## config.mk

```make
export PLATFORM = sky130hd
export DESIGN_NAME = alu_op_sequencer_flat
export DESIGN_NICKNAME = d
export VERILOG_FILES = /design/src/rtl/alu_op_sequencer_if.sv /design/src/rtl/alu_op_sequencer.sv /design/src/flat_wrapper.sv
export SDC_FILE = /design/constraint.sdc
export NUM_CORES = 1
export LEC_CHECK = 0
export ABC_AREA = 1
export CAP_MARGIN = 25
export CORE_AREA = 4 4 108 110
export CTS_BUF_LIST = sky130_fd_sc_hd__clkbuf_4
export CTS_CLUSTER_SIZE = 40
export DETAILED_ROUTE_END_ITERATION = 6
export DIE_AREA = 0 0 112 114
export DONT_BUFFER_PORTS = 1
export PLACE_DENSITY = 0.68
export SETUP_SLACK_MARGIN = 0.4
export SLEW_MARGIN = 25
export SYNTH_ARGS = -nofsm -noshare
export SYNTH_HDL_FRONTEND = slang
export SYNTH_SLANG_ARGS = --single-unit
```

## constraint.sdc

```tcl
create_clock -name clock -period 2.8 [get_ports clock]
set_input_delay 0.28 -clock clock [delete_from_list [all_inputs] [get_ports clock]]
set_output_delay 0.28 -clock clock [all_outputs]
set_load 0.01 [all_outputs]
```

## src/rtl/alu_op_sequencer_if.sv

```systemverilog
// Request/response channel of the ALU operation sequencer.
// The slave modport is the sequencer; the master modport is the requester/consumer.
interface alu_op_sequencer_if;
    logic        op_valid;
    logic        op_ready;
    logic [4:0]  opcode;
    logic [31:0] opa;
    logic [31:0] opb;
    logic [31:0] z_hi;
    logic [31:0] z_lo;
    logic        res_valid;
    logic        res_ready;
    logic        illegal;

    modport master (
        output op_valid, opcode, opa, opb, res_ready,
        input  op_ready, z_hi, z_lo, res_valid, illegal
    );

    modport slave (
        input  op_valid, opcode, opa, opb, res_ready,
        output op_ready, z_hi, z_lo, res_valid, illegal
    );
endinterface

```

## src/rtl/alu_op_sequencer.sv

```systemverilog
// Sequences one ALU operation at a time: latch operands, wait a fixed latency, capture the result.
// Optional macro ALU_SEQ_BACK2BACK_EN lets a new request be accepted on the edge that retires a result.
module alu_op_sequencer #(
    parameter int SIMPLE_WAIT = 1,
    parameter int MULDIV_WAIT = 4
) (
    input  logic               clock,
    input  logic               clear,
    alu_op_sequencer_if.slave  bus,
    output logic [31:0]        alu_a,
    output logic [31:0]        alu_b,
    output logic [13:0]        alu_ctl,
    input  logic [63:0]        alu_result
);
    localparam logic [3:0] SIMPLE_LOAD = 4'(SIMPLE_WAIT - 1);
    localparam logic [3:0] MULDIV_LOAD = 4'(MULDIV_WAIT - 1);
    localparam logic [4:0] OP_MUL      = 5'd11;
    localparam logic [4:0] OP_DIV      = 5'd12;
    localparam logic [4:0] OP_LAST     = 5'd13;

    typedef enum logic [1:0] {IDLE, EXEC, HOLD} state_t;

    state_t      state;
    logic [3:0]  count;
    logic [31:0] z_hi;
    logic [31:0] z_lo;
    logic        res_valid;
    logic        illegal;
    logic        op_ready;
    logic        accept;
    logic        legal;
    logic [3:0]  wait_load;

`ifdef ALU_SEQ_BACK2BACK_EN
    assign op_ready = (state == IDLE) | ((state == HOLD) & bus.res_ready);
`else
    assign op_ready = (state == IDLE);
`endif

    assign accept    = bus.op_valid & op_ready;
    assign legal     = (bus.opcode <= OP_LAST);
    assign wait_load = ((bus.opcode == OP_MUL) || (bus.opcode == OP_DIV)) ? MULDIV_LOAD : SIMPLE_LOAD;

    assign bus.op_ready  = op_ready;
    assign bus.z_hi      = z_hi;
    assign bus.z_lo      = z_lo;
    assign bus.res_valid = res_valid;
    assign bus.illegal   = illegal;

    // An accept can only happen in IDLE, or in HOLD when the result retires on the same edge.
    always_ff @(posedge clock) begin
        if (clear) begin
            state     <= IDLE;
            count     <= 4'd0;
            alu_a     <= 32'd0;
            alu_b     <= 32'd0;
            alu_ctl   <= 14'd0;
            z_hi      <= 32'd0;
            z_lo      <= 32'd0;
            res_valid <= 1'b0;
            illegal   <= 1'b0;
        end else begin
            illegal <= 1'b0;
            if (accept) begin
                res_valid <= 1'b0;
                if (legal) begin
                    alu_a   <= bus.opa;
                    alu_b   <= bus.opb;
                    alu_ctl <= 14'd1 << bus.opcode[3:0];
                    count   <= wait_load;
                    state   <= EXEC;
                end else begin
                    illegal <= 1'b1;
                    alu_ctl <= 14'd0;
                    state   <= IDLE;
                end
            end else begin
                case (state)
                    IDLE: ;
                    EXEC: begin
                        if (count == 4'd0) begin
                            z_hi      <= alu_result[63:32];
                            z_lo      <= alu_result[31:0];
                            alu_ctl   <= 14'd0;
                            res_valid <= 1'b1;
                            state     <= HOLD;
                        end else begin
                            count <= count - 4'd1;
                        end
                    end
                    HOLD: begin
                        if (bus.res_ready) begin
                            res_valid <= 1'b0;
                            state     <= IDLE;
                        end
                    end
                    default: state <= IDLE;
                endcase
            end
        end
    end
endmodule

```

## src/flat_wrapper.sv

```systemverilog
// flat-port wrapper written by rule: the top's interface ports become plain ports
module alu_op_sequencer_flat 
#(
    parameter int SIMPLE_WAIT = 1,
    parameter int MULDIV_WAIT = 4
)
  (clock, clear, alu_a, alu_b, alu_ctl, alu_result, bus_op_valid, bus_opcode, bus_opa, bus_opb, bus_res_ready, bus_op_ready, bus_z_hi, bus_z_lo, bus_res_valid, bus_illegal);
  alu_op_sequencer_if bus_i ();
  input  logic clock;
  input  logic clear;
  output logic [31:0] alu_a;
  output logic [31:0] alu_b;
  output logic [13:0] alu_ctl;
  input  logic [63:0] alu_result;
  input wire logic [$bits(bus_i.op_valid)-1:0] bus_op_valid;
  input wire logic [$bits(bus_i.opcode)-1:0] bus_opcode;
  input wire logic [$bits(bus_i.opa)-1:0] bus_opa;
  input wire logic [$bits(bus_i.opb)-1:0] bus_opb;
  input wire logic [$bits(bus_i.res_ready)-1:0] bus_res_ready;
  output wire logic [$bits(bus_i.op_ready)-1:0] bus_op_ready;
  output wire logic [$bits(bus_i.z_hi)-1:0] bus_z_hi;
  output wire logic [$bits(bus_i.z_lo)-1:0] bus_z_lo;
  output wire logic [$bits(bus_i.res_valid)-1:0] bus_res_valid;
  output wire logic [$bits(bus_i.illegal)-1:0] bus_illegal;
  assign bus_i.op_valid = bus_op_valid;
  assign bus_i.opcode = bus_opcode;
  assign bus_i.opa = bus_opa;
  assign bus_i.opb = bus_opb;
  assign bus_i.res_ready = bus_res_ready;
  assign bus_op_ready = bus_i.op_ready;
  assign bus_z_hi = bus_i.z_hi;
  assign bus_z_lo = bus_i.z_lo;
  assign bus_res_valid = bus_i.res_valid;
  assign bus_illegal = bus_i.illegal;
  alu_op_sequencer #(.SIMPLE_WAIT(SIMPLE_WAIT), .MULDIV_WAIT(MULDIV_WAIT)) u_core (.clock(clock), .clear(clear), .bus(bus_i), .alu_a(alu_a), .alu_b(alu_b), .alu_ctl(alu_ctl), .alu_result(alu_result));
endmodule
```

==> summary.md, run 1 <==
| Metric | Value |
|---|---|
| Startpoint Class | `flop` |
| First-pass GRT wire length | `26000 um` |
| Reg2reg path depth | `6` |
| Hold Path Depth | `5` |
| GRT Residual Overflow | `0` |
| Core area | `10700 um2` |
| Slowest cell on crit path | `clkinv_2` |
| Antenna violations before repair | `0` |
| Post-Route Setup TNS | `0 ns` |
| WS Path Type | `reg -> reg` |
| TritonCTS clock tree | `yes` |
| WP data required | `3.22 ns` |
| Worst min path class | `in -> reg` |
| Fin. Hold Viols | `0` |
| CTS sink cnt | `150` |
| Pwr Density | `627 nW/um2` |
| # setup viols final | `0` |
| Vias in the first global route | `5024` |
| Worst-path clk slew | `0.13 ns` |
| Fill cells | `806` |
| Area of the multi-input gates | `2100 um2` |
| Crit-path max FO | `64` |
| Die Ht | `114 um` |
| Pin count of the biggest net entering global routing | `96` |
| Drt first pass iters | `5` |
| Post-synthesis sequential area ratio | `55.4%` |
| Ordered cell list for the critical path | `nor2_4, nand2_4, nor2_4, clkinv_2, nor2_1, nor2_1` |
| Post-DP HPWL | `9880 um` |
| WP depth | `6` |
| Status | `finished clean` |
| Worst rel slew slack | `45.4%` |
| Max Fclk | `484 MHz` |
| Share of layout cells above drive strength 1 | `5.64%` |
| Period utilization | `73.8%` |
| Post-Route WL | `16800 um` |
| # nets final | `959` |
| Vias per std cell | `5.42` |
| Placed cell areas | `5410 um2` |
| Fin area | `7070 um2` |
| Worst slew pin tran | `0.819 ns` |
| CTS max path bufs | `2` |
| Unrepaired setup endpoints after global routing | `false` |
| Final Non-Filler Cells | `974` |
| Overall die width | `112 um` |
| DP Cell Count | `805` |
| Post-Syn Nets | `841` |
| Area growth syn-to-layout | `30.4%` |
| Vias | `5281` |
| Sequential Area | `3000 um2` |
| #FFs+latches synth | `150` |
| Wire per inst | `17.3 um` |
| RePlAce Congestion | `0.877` |
| Slew Limit Fails | `0` |
| Crit path capture type | `flop` |
| Worst stage delay on the critical path | `0.61 ns` |
| DRC | `0` |
| IO Pins | `282` |
| Initial core utilization | `50.7%` |
| Synth Warn # | `0` |
| Port Buffer Count | `0` |
| Row count | `38` |
| Clk root buf | `clkbuf_4` |
| Antenna Nets Post-Route | `0` |
| GR Util All Layers | `25.2%` |
| Clk_lat worst skew | `0.53 ns` |
| Avg Cell Area, Syn | `7.71 um2` |
| Commonest non-fill, non-tap cells in the layout | `280 x nor2_1, 150 x dfxtp_1, 137 x dlygate4sd3_1, 117 x o21ai_0, 33 x nand2_1` |
| N_diodes | `0` |
| Clock skew | `0.0147 ns` |
| Buf+Inv Stages, Crit Path | `1` |
| Maximum vdd ir drop | `320 uV` |
| Post-Syn Instances | `703` |
| Cell family with most CP delay | `simple AND/OR/NAND/NOR gates` |
| Setup bufs post-CTS | `0` |
| Max cap viols | `0` |
| Final total power | `4430 uW` |
| Commonest non-fill, non-tap cell in the layout | `nor2_1` |
| Count of cell types in the netlist | `25` |
| CTS Buf Count | `17` |
| DR iter-0 viols | `488` |
| CP arrival | `2.49 ns` |
| H-Tree Depth | `4` |
| Min cycle time layout | `2.07 ns` |
| Synthesized area | `5420 um2` |
| Total Die Area | `12800 um2` |
| P_leak | `0.00285 uW` |
==> cell families after synthesis <==
family | after synthesis | share of synthesized area [%]
AO/OA/AOI/OAI | 150 | 13.9
adder cells (fa/ha/maj) | 1 | 0.231
buffers and inverters | 63 | 5.82
flip-flops | 150 | 55.4
AND/OR/NAND/NOR | 339 | 24.7
==> worst min-delay path, delay by kind of cell <==
| family | cells | cell delay (ns) |
|---|---|---|
| AND/OR/NAND/NOR | 4 | 0.20 |
| AO/OA/AOI/OAI | 1 | 0.06 |
==> through the flow <==
stage | hold slack [ns] | setup slack [ns] | utilization [%]
global route | 0.0407 | 0.518 | 66.1
detailed placement | 0.354 | 0.963 | 50.6
finish | 0.0681 | 0.734 | 66.1
floorplan | 0.415 | 1.50 | -
global placement | 0.351 | 1.09 | 50.6
CTS | 0.00856 | 0.919 | 66.1
==> state kept, by name, indices dropped and copies added, names as in the netlist <==
name and cells:
u_core.alu_a 32, u_core.alu_b 32, u_core.bus.z_hi 32, u_core.bus.z_lo 32, u_core.alu_ctl 14, u_core.count 4
u_core.state 2, u_core.bus.illegal 1, u_core.bus.res_valid 1
==> metal layers <==
metal,up-vias,routed length (um),global-route usage (%)
met5,-,0,0
met4,0,640,12.3
met3,63,1890,9.87
met2,362,8130,42.1
met1,2374,6150,28.4
li1,2482,-,-
==> final cells by class <==
type / instances / area share [%]
inverter: 19 / 1.03
tap: 140 / 2.48
sequential: 150 / 42.5
clock inverter: 14 / 2.12
timing repair buffer: 143 / 20.2
clock buffer: 18 / 1.91
multi-input combinational: 490 / 29.8
==> report_power, final <==
group | total [uW] | internal (uW) | switching [uW]
clock | 1350 | 547 | 803
sequential | 2490 | 2300 | 195
combinational | 589 | 263 | 326
==> path summary, 6_finish.rpt <==
| check | startpoint | to | slack [ns] |
|---|---|---|---|
| worst max-delay path | u_core.state[1] | u_core.alu_b[12] | 0.73 |
| worst min-delay path | bus_opcode[1] | u_core.alu_ctl[8] | 0.07 |
| worst max register to register | u_core.state[1] | u_core.alu_b[12] | 0.73 |
| worst min register to register | u_core.alu_ctl[10] | u_core.alu_ctl[10] | 0.52 |
==> synthesized netlist by cell type <==
cell	instances	area, um2
inv_2	3	11.3
nand2_1	33	124
nand3_1	12	60.1
buf_4	9	67.6
inv_1	16	60.1
nor2_1	280	1050
nor2_4	2	22.5
dfxtp_1	150	3000
a211oi_1	1	7.51
buf_6	4	45.0
buf_2	11	55.1
nand2_4	1	11.3
nand3b_1	1	7.51
ha_1	1	12.5
nand4_1	2	12.5
or2_2	1	6.26
clkbuf_1	19	71.3
clkbuf_2	1	5.00
nand3_2	1	10.0
nor3_1	4	20.0
a21oi_1	14	70.1
o21ai_0	117	586
o21ai_1	18	90.1
nor2_2	1	6.26
nand2_2	1	6.26
==> timing repair <==
action | in CTS | in global routing
resized for setup | 0 | 0
hold endpoints to repair | 147 | 0
hold buffers | 137 | 0
Note: power is estimated with default switching activity, not from simulation.
==> run 2, diff against run 1 <==
PLACE_DENSITY = 0.7   (was 0.68)
clock period = 1.9 ns   (was 2.8 ns; I/O delays follow)
==> summary.md, run 2 (same netlist as run 1, synthesis figures left out) <==
| Metric | Value |
|---|---|
| Status | `finished clean` |
| Slew Limit Fails | `0` |
| WL met1 | `6400 um` |
| CP arrival | `1.96 ns` |
| Drt first pass iters | `5` |
| WP data required | `2.36 ns` |
| Commonest non-fill, non-tap cells in the layout | `274 x nor2_1, 148 x dfxtp_1, 138 x dlygate4sd3_1, 111 x o21ai_0, 32 x nand2_1` |
| Initial core utilization | `50.7%` |
| Vias in the first global route | `5432` |
| Critical Path End | `u_core.alu_ctl[8]` |
| Wire per inst | `18.2 um` |
| Overall die width | `112 um` |
| Pwr Density | `912 nW/um2` |
| DRC | `0` |
| Crit path capture type | `flop` |
| Share of power burned in registers | `54.4%` |
| Met3 routed WL | `1920 um` |
| WS Path Type | `in -> reg` |
| Antenna Nets Post-Route | `0` |
| Commonest non-fill, non-tap cell in the layout | `nor2_1` |
| # setup viols final | `0` |
| Post-DP HPWL | `10200 um` |
| Period utilization | `78.9%` |
| Area growth syn-to-layout | `36.6%` |
| CTS Buf Count | `17` |
| GR Util All Layers | `26.9%` |
| DR top layer | `met4` |
| Share of layout cells above drive strength 1 | `8.96%` |
| H-Tree Depth | `4` |
| FF-to-FF setup slack | `0.44 ns` |
| Maximum vdd ir drop | `589 uV` |
| Fin area | `7400 um2` |
| Met2 WL | `9040 um` |
| Post-Route WL | `18000 um` |
| Fin. Hold Viols | `0` |
| Clk root buf | `clkbuf_4` |
| First-pass GRT wire length | `27400 um` |
| Clk_lat worst skew | `0.54 ns` |
| Max Fclk | `667 MHz` |
| Worst rel slew slack | `54.4%` |
| Antenna violations before repair | `0` |
| # nets final | `974` |
| Total Die Area | `12800 um2` |
| Crit-path max FO | `6` |
| Reg2reg path depth | `7` |
| Setup WS post-layout | `0.401 ns` |
| Vias | `5339` |
| Layout Utilization | `69.2%` |
| Fill cells | `774` |
| Unrepaired setup endpoints after global routing | `true` |
| Worst min path class | `in -> reg` |
| Port Buffer Count | `0` |
| Min cycle time layout | `1.50 ns` |
| Sw Ratio | `29.0%` |
| Pin count of the biggest net entering global routing | `51` |
| Critical Path Start | `bus_opcode[1]` |
| P_sw | `1960 uW` |
| RePlAce Congestion | `0.908` |
| DR iter-0 viols | `490` |
| Clock skew | `0.0212 ns` |
| Max cap viols | `0` |
| GRT Residual Overflow | `0` |
| P_leak | `0.00299 uW` |
| Row count | `38` |
| Clock power frac | `30.7%` |
| Pre-CTS WS | `0.281 ns` |
| TritonCTS clock tree | `yes` |
| IO Pins | `282` |
| Combinational cell fraction of total power | `14.9%` |
| Core area | `10700 um2` |
| Startpoint Class | `input pin` |
| Placed cell areas | `5500 um2` |
| Vias per std cell | `5.40` |
| Worst R2R End | `u_core.alu_a[30]` |
| Post-Route Setup TNS | `0 ns` |
| CTS max path bufs | `2` |
| N_diodes | `0` |
| Reg2reg start | `u_core.state[1]` |
| Die Ht | `114 um` |
| Worst-path clk slew | `0.13 ns` |
| Worst slew pin tran | `0.682 ns` |
| Cell Int Power | `4800 uW` |
| CTS sink cnt | `150` |
==> run 2: how the worst min path moves through the flow <==
stage | start | endpoint | cells after the start
after CTS | clear | u_core.alu_ctl[9] | 1
after floorplan | bus_opb[22] | u_core.alu_b[22] | 2
final | clear | u_core.alu_b[31] | 3
after detailed placement | clear | u_core.alu_ctl[9] | 1
after global placement | clear | u_core.alu_ctl[9] | 1
after global routing | clear | u_core.alu_a[8] | 3
==> run 2: layout make-up <==
type / count / area (um2) / share of cell area, %
clock buffer: 19 / 143 / 1.93
clock inverter: 12 / 154 / 2.08
inverter: 19 / 80.1 / 1.08
multi-input combinational: 490 / 2150 / 29.1
sequential: 150 / 3010 / 40.6
tap: 140 / 175 / 2.37
timing repair buffer: 158 / 1690 / 22.9
==> run 2: repair_timing <==
| action | CTS | global route |
|---|---|---|
| hold buffers | 135 | 3 |
| gates resized for setup | 5 | 27 |
| cloned | 1 | 2 |
| pin swaps | 1 | 3 |
| endpoints found under the setup margin | 47 | 139 |
| endpoints found under the hold margin | 150 | 18 |
| buffers inserted | 2 | 5 |
==> run 2: per-stage QoR <==
step / instances / total power (uW) / hold WS (ns)
2_1_floorplan: 703 / 4190 / 0.325
3_3_place_gp: 809 / 4320 / 0.261
3_5_place_dp: 809 / 4360 / 0.263
4_1_cts: 978 / 6660 / -0.341
5_1_grt: 988 / 7050 / 0.0768
6_report: 988 / 6760 / 0.0671
==> run 2: power by group through the flow <==
stage | Clock [uW] | Combinational, uW | Sequential (uW)
floorplan | 0 | 525 | 3670
global placement | 0 | 587 | 3730
detailed placement | 0 | 628 | 3730
CTS | 2100 | 899 | 3670
global route | 2230 | 1130 | 3700
finish | 2080 | 1010 | 3670
==> run 2: per-layer routing <==
| layer | track usage, % | vias to the layer above |
|---|---|---|
| met5 | 0 | - |
| met4 | 13.1 | 0 |
| met3 | 9.92 | 64 |
| met2 | 47.5 | 359 |
| met1 | 28.4 | 2400 |
| li1 | - | 2516 |
==> run 2: worst max-delay path, stage by stage <==
cell           delay, ns
dlygate4sd3_1       0.63
nor2_1              0.17
dlygate4sd3_1       0.58
nand2_1             0.07
nor2_1              0.09
nand3_1             0.08
a21oi_1             0.14
==> run 3, diff against run 2 <==
PLACE_DENSITY = 0.68   (was 0.7)
clock period = 1.5 ns   (was 1.9 ns; I/O delays follow)
==> summary.md, run 3 (same netlist as run 1, synthesis figures left out) <==
| Metric | Value |
|---|---|
| Placed cell areas | `5540 um2` |
| Port Buffer Count | `0` |
| Area growth syn-to-layout | `61.9%` |
| Maximum vdd ir drop | `636 uV` |
| DRC | `0` |
| IO Pins | `282` |
| Critical Path Most Common Cell | `buf_6` |
| Initial core utilization | `50.7%` |
| Fin area | `8780 um2` |
| Worst slew pin tran | `0.910 ns` |
| Core area | `10700 um2` |
| Unrepaired setup endpoints after global routing | `true` |
| Buf+Inv Stages, Crit Path | `4` |
| Startpoint Class | `flop` |
| Pwr Density | `1090 nW/um2` |
| Vias per std cell | `5.89` |
| Max Fclk | `634 MHz` |
| Overall die width | `112 um` |
| Post-Route Setup TNS | `-0.272 ns` |
| Clk_lat worst skew | `0.56 ns` |
| Final Non-Filler Cells | `1023` |
| Combinational cell fraction of total power | `19.7%` |
| CP arrival | `2.03 ns` |
| Period utilization | `105%` |
| Hold Path Depth | `4` |
| TritonCTS clock tree | `yes` |
| Post-Route WL | `23000 um` |
| Reg2reg path depth | `8` |
| Slowest cell on crit path | `dfxtp_4` |
| Wire per inst | `22.5 um` |
| DR iter-0 viols | `713` |
| CTS sink cnt | `150` |
| Failing checks | `negative setup slack` |
| Worst rel slew slack | `39.4%` |
| Worst stage delay on the critical path | `0.38 ns` |
| # setup viols final | `12` |
| Drt first pass iters | `7` |
| CTS Buf Count | `17` |
| Clk root buf | `clkbuf_4` |
| Pin count of the biggest net entering global routing | `86` |
| WS Path Type | `reg -> reg` |
| Status | `finished, violations left` |
| Cell family with most CP delay | `buffers and inverters` |
| Vias | `6026` |
| Sw Ratio | `29.6%` |
| CTS max path bufs | `2` |
| Share of layout cells above drive strength 1 | `37.6%` |
| Post-DP HPWL | `10300 um` |
| Share of power burned in registers | `49.6%` |
| Clock skew | `0.0199 ns` |
| GRT Residual Overflow | `0` |
| Fin. Hold Viols | `0` |
| DP Cell Count | `809` |
| Worst min path class | `in -> reg` |
| Crit-path max FO | `8` |
| Max cap viols | `0` |
| P_sw | `2840 uW` |
| Crit path capture type | `flop` |
| Final total power | `9600 uW` |
| P_leak | `0.00353 uW` |
| Commonest non-fill, non-tap cells in the layout | `220 x nor2_1, 135 x dlygate4sd3_1, 129 x dfxtp_2, 60 x o21ai_1, 55 x o21ai_0` |
| # nets final | `1010` |
| Total Die Area | `12800 um2` |
| Cell Int Power | `6760 uW` |
| Antenna Nets Post-Route | `0` |
| First-pass GRT wire length | `28600 um` |
| Commonest non-fill, non-tap cell in the layout | `nor2_1` |
| GR Util All Layers | `28.0%` |
| WP data required | `1.95 ns` |
| WP depth | `8` |
| Min cycle time layout | `1.58 ns` |
| Die Ht | `114 um` |
| Worst-path clk slew | `0.13 ns` |
| Row count | `38` |
| Slew Limit Fails | `0` |
| Ordered cell list for the critical path | `buf_6, nor2_4, buf_6, nand3_4, buf_12, buf_6, o21ai_0, nor2_1` |
| Antenna violations before repair | `1` |
| Vias in the first global route | `5567` |
| Setup WS post-layout | `-0.0774 ns` |
| Clock power frac | `30.7%` |
| H-Tree Depth | `4` |
| RePlAce Congestion | `0.859` |
## run 3: per-stage QoR
stage	setup WS, ns	hold slack, ns	util [%]
2_1_floorplan	0.301	0.285	-
3_3_place_gp	0.132	0.215	51.8
3_5_place_dp	0.0779	0.217	51.8
4_1_cts	0.106	0.0242	73.0
5_1_grt	-0.138	0.0753	82.0
6_report	-0.0774	0.0863	82.0
## run 3: per-layer routing
metal | vias to the layer above | global-route usage [%] | routed length (um)
met1 | 2794 | 30.0 | 7810
met2 | 497 | 49.1 | 11600
met4 | 0 | 13.5 | 1060
li1 | 2612 | - | -
met3 | 123 | 10.3 | 2600
met5 | - | 0 | 0
## run 3: layout make-up
cell class	instances	area [um2]
flip-flops and latches	150	3210
multi-input cells	491	2580
repair buffers	191	2340
fillers	551	1920
clock inverters	10	181
well taps	140	175
clock buffers	19	143
inverters	19	116
repair inverters	2	25.0
diodes	1	2.50
## run 3: path summary, 6_finish.rpt
| check | startpoint | to | slack, ns |
|---|---|---|---|
| worst min register to register | u_core.alu_ctl[12] | u_core.alu_ctl[12] | 0.50 |
| worst max register to register | u_core.state[1] | u_core.bus.z_hi[17] | -0.08 |
| worst min-delay path | bus_opcode[4] | u_core.bus.illegal | 0.09 |
| worst max-delay path | u_core.state[1] | u_core.bus.z_hi[17] | -0.08 |
## run 3: worst min-delay path, delay by kind of cell
kind / cells / cell delay (ns)
buffers and inverters: 2 / 0.24
and+or+nand+nor: 2 / 0.20
## run 3: repair_timing
action	in CTS	in global routing
setup buffers	15	8
hold buffers	136	0
pin swaps	9	57
hold endpoints to repair	150	0
gates resized for setup	181	157
gates cloned	4	21
setup endpoints to repair	293	289
## run 3: power groups by stage
stage / logic [uW] / registers, uW / clock network [uW]
detailed placement: 830 / 4730 / 0
global route: 2000 / 4780 / 3120
floorplan: 725 / 4650 / 0
global placement: 794 / 4730 / 0
CTS: 1320 / 4700 / 2910
finish: 1890 / 4760 / 2950
